## src/rtl/share_rnd_loader.sv

```systemverilog
// Frames a K-bit word stream into an N-share Boolean vector plus RANDNUM refresh words
// for the full-XOR unmasking stage, double-buffered so outputs hold for a whole frame.
//
// state    | meaning
// LOAD_SHR | collecting share words (cnt < N_SHARES)
// LOAD_RND | collecting refresh words (cnt >= N_SHARES)
// DISCARD  | dropping words of a bad frame until s_last is accepted
module share_rnd_loader #(
  parameter int K_WIDTH  = 32,
  parameter int N_SHARES = 8,
  parameter int RANDNUM  = 12,
  localparam int MASKWIDTH = K_WIDTH * N_SHARES,
  localparam int RND_W     = (RANDNUM > 0) ? K_WIDTH * RANDNUM : K_WIDTH
) (
  input  logic                 clk,
  input  logic                 rst_n,
  input  logic                 ena,
  input  logic [K_WIDTH-1:0]   s_data,
  input  logic                 s_valid,
  input  logic                 s_last,
  output logic                 s_ready,
  output logic [MASKWIDTH-1:0] o_x,
  output logic [RND_W-1:0]     o_rnd,
  output logic                 o_dvld,
  output logic                 o_err
);

  localparam int TOTAL = N_SHARES + RANDNUM;
  localparam int CNT_W = (TOTAL > 1) ? $clog2(TOTAL) : 1;
  localparam int STG_N = (TOTAL > 1) ? TOTAL - 1 : 1;
  localparam logic [CNT_W-1:0] LAST_IDX = CNT_W'(TOTAL - 1);
  localparam logic [CNT_W-1:0] SHR_END  = CNT_W'(N_SHARES - 1);

  typedef enum logic [1:0] {
    LOAD_SHR = 2'd0,
    LOAD_RND = 2'd1,
    DISCARD  = 2'd2
  } state_t;

  state_t             state_q, state_d;
  logic [CNT_W-1:0]   cnt_q, cnt_d;
  logic [K_WIDTH-1:0] stg_q [STG_N];
  logic               accept;
  logic               stg_we;
  logic               commit;
  logic               frm_err;
  logic               dvld_q;
  logic               err_q;
  logic [K_WIDTH*TOTAL-1:0] frame_vec;

  // rst_n in the ready term keeps s_ready low for the whole time reset is asserted
  assign s_ready = ena & rst_n;
  assign accept  = s_valid & s_ready;

  always_comb begin
    state_d = state_q;
    cnt_d   = cnt_q;
    stg_we  = 1'b0;
    commit  = 1'b0;
    frm_err = 1'b0;
    if (accept) begin
      case (state_q)
        LOAD_SHR, LOAD_RND: begin
          if (cnt_q == LAST_IDX) begin
            cnt_d = '0;
            if (s_last) begin
              commit  = 1'b1;
              state_d = LOAD_SHR;
            end else begin
              frm_err = 1'b1;
              state_d = DISCARD;
            end
          end else if (s_last) begin
            frm_err = 1'b1;
            cnt_d   = '0;
            state_d = LOAD_SHR;
          end else begin
            stg_we = 1'b1;
            cnt_d  = cnt_q + 1'b1;
            if (state_q == LOAD_SHR && cnt_q == SHR_END) state_d = LOAD_RND;
          end
        end
        DISCARD: begin
          if (s_last) begin
            cnt_d   = '0;
            state_d = LOAD_SHR;
          end
        end
        default: begin
          cnt_d   = '0;
          state_d = LOAD_SHR;
        end
      endcase
    end
  end

  // Final word bypasses staging so the commit happens on its own handshake edge
  always_comb begin
    frame_vec = '0;
    for (int i = 0; i < TOTAL - 1; i++) frame_vec[i*K_WIDTH +: K_WIDTH] = stg_q[i];
    frame_vec[(TOTAL-1)*K_WIDTH +: K_WIDTH] = s_data;
  end

  always_ff @(posedge clk or negedge rst_n) begin
    if (!rst_n) begin
      state_q <= LOAD_SHR;
      cnt_q   <= '0;
      o_x     <= '0;
      dvld_q  <= 1'b0;
      err_q   <= 1'b0;
      for (int i = 0; i < STG_N; i++) stg_q[i] <= '0;
    end else begin
      dvld_q <= commit;
      err_q  <= frm_err;
      if (ena) begin
        state_q <= state_d;
        cnt_q   <= cnt_d;
        for (int i = 0; i < STG_N; i++) begin
          if (stg_we && cnt_q == CNT_W'(i)) stg_q[i] <= s_data;
        end
        if (commit) o_x <= frame_vec[MASKWIDTH-1:0];
      end
    end
  end

  generate
    if (RANDNUM > 0) begin : g_rnd
      always_ff @(posedge clk or negedge rst_n) begin
        if (!rst_n) begin
          o_rnd <= '0;
        end else if (ena && commit) begin
          o_rnd <= frame_vec[MASKWIDTH +: RND_W];
        end
      end
    end else begin : g_no_rnd
      assign o_rnd = '0;
    end
  endgenerate

  // Pulses are masked, not held, while ena is low; commit itself needs ena high
  assign o_dvld = dvld_q & ena;
  assign o_err  = err_q & ena;

endmodule

```

## config.mk

```make
export PLATFORM = sky130hd
export DESIGN_NAME = share_rnd_loader
export DESIGN_NICKNAME = d
export VERILOG_FILES = /design/src/rtl/share_rnd_loader.sv
export SDC_FILE = /design/constraint.sdc
export NUM_CORES = 1
export LEC_CHECK = 0
export BUFFER_PORTS_ARGS = -buffer_cell sky130_fd_sc_hd__buf_2
export CORE_AREA = 4 4 334 402
export DETAILED_ROUTE_END_ITERATION = 16
export DIE_AREA = 0 0 338 406
export GPL_TIMING_DRIVEN = 0
export SLEW_MARGIN = 5
export SYNTH_ARGS = -nofsm -noshare
export SYNTH_HDL_FRONTEND = slang
export SYNTH_SLANG_ARGS = --single-unit
```

## constraint.sdc

```tcl
create_clock -name clk -period 2.9 [get_ports clk]
set_input_delay 0.58 -clock clk [delete_from_list [all_inputs] [get_ports clk]]
set_output_delay 0.58 -clock clk [all_outputs]
set_load 0.005 [all_outputs]
```

# ---- Word-level counts from Yosys, hierarchy flattened
# Cells that the tools add are included.
dict set report classes {
  n_addsub 1
  n_eq_ne 23
  mux 21
  bitwise_logic 4
  reduce_logical 46
}
# operator n
set op_table {}
lappend op_table {{$eq 5x4->1 const B} 8}
lappend op_table {{$reduce_and 2->1} 20}
lappend op_table {{$logic_and 1x1->1} 21}
lappend op_table {{$eq 5x3->1 const B} 4}
lappend op_table {{$eq 5x5->1 const B} 4}
lappend op_table {{$mux 5} 3}
lappend op_table {{$mux 1} 11}
lappend op_table {{$eq 5x2->1 const B} 2}
lappend op_table {{$mux 2} 5}
lappend op_table {{$pmux 5 s2} 1}
lappend op_table {{$add 5x1->5 const B} 1}
lappend op_table {{$eq 5x1->1 const B} 1}
lappend op_table {{$logic_not 5->1} 1}
lappend op_table {{$and 1x1->1} 4}
lappend op_table {{$ne 4x4->1 const B} 1}
lappend op_table {{$pmux 2 s2} 1}
lappend op_table {{$reduce_and 4->1} 1}
lappend op_table {{$reduce_and 3->1} 1}
lappend op_table {{$eq 2x1->1 const B} 1}
lappend op_table {{$eq 2x2->1 const B} 1}
lappend op_table {{$logic_not 2->1} 1}
lappend op_table {{$ne 2x2->1 const B} 1}
lappend op_table {{$reduce_or 2->1} 1}
dict set report word_totals {
  word_cells 120
  inputBits 37
  regBits 1257
}

# ---- Longest topological paths before layout
dict set report logic_depth {
  depth_word 6
  mapped_depth 11
}

# ---- Least setup slack after synthesis
# OpenSTA, ideal clock, no wires.
dict set report synth_path {
  kind {flip-flop to flip-flop}
  start {register cnt_q[0]}
  end {register stg_q (netlist bit frame_vec[459])}
  synth_period_minus_slack_ps 2456
  path_slack_ps 444
  stages_incl_launch_ff 12
  t_arrival_ps 2331
  t_required_ps 2775
  cell_sequence {dfrtp_1 > ha_1 > buf_2 > nand3_2 > ha_1 > nand2b_1 > nor2_1 > buf_2 > and4_1 > clkbuf_1 > buf_4 > mux2_2}
}
dict set report synth_via {
  elab_chain_len 6
}
# item line_no
set synth_lines {}
lappend synth_lines {{start: declaration} 41} ;# logic [CNT_W-1:0] cnt_q, cnt_d;
lappend synth_lines {{start signal: assignment} 117} ;# cnt_q <= cnt_d;
lappend synth_lines {{$eq 5x5->1} 64} ;# if (cnt_q == LAST_IDX) begin
lappend synth_lines {{$mux 1} 64}
lappend synth_lines {{$mux 1} 62} ;# case (state_q)
lappend synth_lines {{$mux 1} 61} ;# if (accept) begin
lappend synth_lines {{$logic_and 1x1->1 (*)} 119} ;# if (stg_we && cnt_q == CNT_W'(i)) stg_q[i] <= s_data;
lappend synth_lines {{$reduce_and 2->1 (no source line) (*)} --}
lappend synth_lines {{end signal: indexed assignment} 119}
lappend synth_lines {{end: declaration} 42} ;# logic [K_WIDTH-1:0] stg_q [STG_N];
# Every way passes the cells marked *; elsewhere a longest branch is shown, timed or not.
# A chain may end at the register's enable or synchronous reset.

# ---- Final worst setup path
dict set report layout_path {
  start {register cnt_q[0]}
  end {register stg_q (netlist bit frame_vec[289])}
}
# The elaborated chain is that of the path after synthesis.

==> key figures <==
Clocking
  • Clock edge transition at the registers on the reported setup and hold paths: 0.06 ns
  • Clock latency on the worst-skew pair: 0.77 ns
  • Clock tree root driver cell: sky130_fd_sc_hd__clkbuf_16
  • Number of CTS-inserted buffers: 135
  • Num Clock Sinks: 1257
  • TritonCTS clock tree: yes
  • Number of buffers between clock root and the deepest sink: 3
  • Number of levels the H-tree was split into: 4

Setup path
  • Cell count of the worst reg-to-reg path: 11
  • Type of destination of the critical path: flop
  • Start point of the critical path: cnt_q[0]
  • Worst Setup Path Type: reg -> reg
  • Reg-to-reg startpoint: cnt_q[0]
  • Worst EP required: 3.52 ns
  • CP Max Fanout: 10
  • Critical path data arrival time: 3.46 ns
  • Critical Path Source Type: flop

Die
  • Io pins: 680
  • Standard cell core area: 0.130 mm^2
  • # rows: 145
  • Starting utilization of the core area: 37.9%
  • Die X: 338 um
  • Height of the die: 406 um
  • Die footprint: 0.137 mm^2

Pwr
  • Leakage power summed over all cells: 0.0339 uW
  • Ratio of total power to cell area: 626 mW/mm^2
  • Total power consumption of the routed design: 37700 uW
  • Maximum ir drop on the vdd rail: 521 uV

Synth
  • Count of unique library cells instantiated by Yosys: 41
  • #FFs+latches synth: 1257
  • EDFF count, synth: 0
  • Mapped Avg Cell Area: 17.7 um^2
  • Yosys top cell area share: 63.8%
  • Cell type contributing the most total cell area after synthesis: sky130_fd_sc_hd__dfrtp_1
  • Synthesized area: 0.0493 mm^2
  • Cell types with the largest area share after synthesis: sky130_fd_sc_hd__dfrtp_1 (64%), sky130_fd_sc_hd__mux2_4 (15%), sky130_fd_sc_hd__mux2_2 (15%)
  • Share of the yosys chip area belonging to registers: 63.8%
  • Async set-reset flop share out of synthesis: 100%
  • Leading register cell type out of synthesis: sky130_fd_sc_hd__dfrtp_1
  • Yosys synthesis warning count: 0
  • Number of nets in the synthesized netlist: 2823
  • Gate count of the mapped netlist: 2780

Drt
  • Per-cell routed wire length: 26.5 um
  • DRT antenna net count: 0
  • Total vias in the final route: 26300
  • Final WL: 143 mm
  • Violation count after the first detailed-routing iteration: 1016
  • Via-per-instance ratio: 4.87
  • DRC Markers: 0
  • Count of TritonRoute iterations in the first routing pass: 6

Timing
  • Final worst-path cycle share: 97.8%
  • Maximum clock skew at final layout: 0.0339 ns
  • Relative slew slack: 24.4%
  • Worst Hold Margin: 0.00183 ns
  • Final setup violation count: 0
  • Period minus WS final: 2.84 ns
  • Maximum achievable frequency: 353 MHz
  • Final Hold Viols: 0
  • Final count of pins violating max slew: 0
  • Slew at the pin with the worst max-slew slack: 1.13 ns

GRT
  • Most Crowded Layer GR: met2
  • Maximum number of pins on one net before global-route repair: 157
  • Overall overflow remaining after global route: 0
  • Antenna violations before repair: 8
  • Total global-route track usage: 20.8%
  • Met2 Use GR: 34.0%
  • Wire length of the first global-routing pass: 205 mm
  • M3 GR Usage: 6.79%
  • Via count of the first global-routing pass: 28000
  • Met1 capacity usage during global routing: 26.0%

Finish
  • Most common cell after layout, fill and taps aside: sky130_fd_sc_hd__dfrtp_1
  • Layout net count: 3643
  • Fillers: 11400
  • Layout overhead on the synthesized area: 22.1%
  • Share of cells above drive strength 1: 58.7%
  • Top library cells by usage in the layout, fill and taps aside: sky130_fd_sc_hd__dfrtp_1 (1256), sky130_fd_sc_hd__buf_2 (670), sky130_fd_sc_hd__mux2_2 (644), sky130_fd_sc_hd__mux2_4 (489), sky130_fd_sc_hd__clkbuf_16 (135)

Placement
  • Count of port buffers added during placement: 647
  • DPL Wire Length: 100 mm
  • Gp weighted congestion: 0.794

Run status
  • Outcome: finished, final reports clean

Flow run
  • Max cap viols: 0

Min path
  • Kind of path behind the tightest hold check: in -> async
## timing repair
| item | CTS | global route |
|---|---|---|
| hold buffers | 9 | 0 |
| buffers inserted | 4 | 4 |
| setup endpoints to repair | 1409 | 438 |
| hold endpoints to repair | 118 | 0 |
| pin swaps | 1 | 2 |
| resized for setup | 42 | 33 |
| cloned | 14 | 0 |
## cells by family after synthesis
family	count (synthesis)	share of synthesized area, %
and+or+nand+nor	52	0.693
DFF	1257	63.8
adders and majority gates	6	0.152
AOI/OAI and AO/OA	11	0.142
muxes	1248	32.2
buffers and inverters	206	2.95
## power breakdown
part	total (uW)	switching [uW]	internal [uW]	leakage, uW
clock	17300	7260	10100	0.00216
sequential	18600	383	18300	0.0175
combinational	1690	890	804	0.0143
total	37700	8530	29100	0.0339
## cells in the mapped netlist (all sizes together) (3+ instances only)
master  number
nand2        8
and4         3
ha           6
nand3       13
dfrtp     1257
inv          5
buf        129
mux2      1248
clkbuf      71
nor2         7
and2         6
o21ai        3
## registers in the layout, indices dropped and copies added, names as in the netlist
register / flops
frame_vec: 608
o_rnd: 384
o_x: 256
cnt_q: 5
state_q: 2
dvld_q: 1
err_q: 1
## path summary, 6_finish.rpt
| check | end | slack, ns |
|---|---|---|
| worst max-delay path | frame_vec[289] | 0.06 |
| worst min-delay path | frame_vec[429] | 0.002 |
| worst max register to register | frame_vec[289] | 0.06 |
| worst min register to register | o_x[48] | 0.46 |
| max in group asynchronous | frame_vec[71] | 1.43 |
| min in group clk | err_q | 0.24 |
## worst max-delay path: stages (launching register included)
cell	delay, ns
sky130_fd_sc_hd__dfrtp_2	0.44
sky130_fd_sc_hd__ha_1	0.20
sky130_fd_sc_hd__buf_2	0.18
sky130_fd_sc_hd__nand3_2	0.12
sky130_fd_sc_hd__ha_1	0.19
sky130_fd_sc_hd__nand2b_2	0.14
sky130_fd_sc_hd__nor4b_4	0.50
sky130_fd_sc_hd__buf_4	0.22
sky130_fd_sc_hd__nand2_4	0.05
sky130_fd_sc_hd__buf_12	0.16
sky130_fd_sc_hd__clkbuf_4	0.21
sky130_fd_sc_hd__mux2_2	0.29
## layer usage
metal | wire length [um] | vias up
met1 | 59500 | 14000
li1 | - | 11400
met5 | 24 | -
met3 | 10700 | 198
met4 | 4230 | 4
met2 | 68500 | 671
## per-stage QoR
| stage | instances | TNS (ns) | util (%) | setup slack (ns) | cell area (um^2) |
|---|---|---|---|---|---|
| after floorplan | 2780 | 0 | - | 0.444 | 49300 |
| after global placement | 5117 | - | 42.0 | -29.01 | 54600 |
| after detailed placement | 5125 | -4147.45 | 42.2 | -3.59 | 54900 |
| after CTS | 5384 | -0.000383 | 46.2 | -0.000383 | 60000 |
| after global routing | 5388 | -1.51 | 46.3 | -0.0596 | 60200 |
| final | 5396 | 0 | 46.3 | 0.0635 | 60200 |
## area by class of cell
type                            count  area, um^2  share of cell area (%)
Antenna cell                        8        20.0                  0.0333
Buffer                            197        1520                    2.53
Clock buffer                      195        3870                    6.43
Clock inverter                     40         584                   0.971
Inverter                            6        23.8                  0.0395
Multi-Input combinational cell   1317       16500                    27.3
Sequential cell                  1257       31500                    52.3
Tap cell                         1690        2110                    3.51
Timing Repair Buffer              686        4150                    6.89
Power figures use the tool's default switching activity.
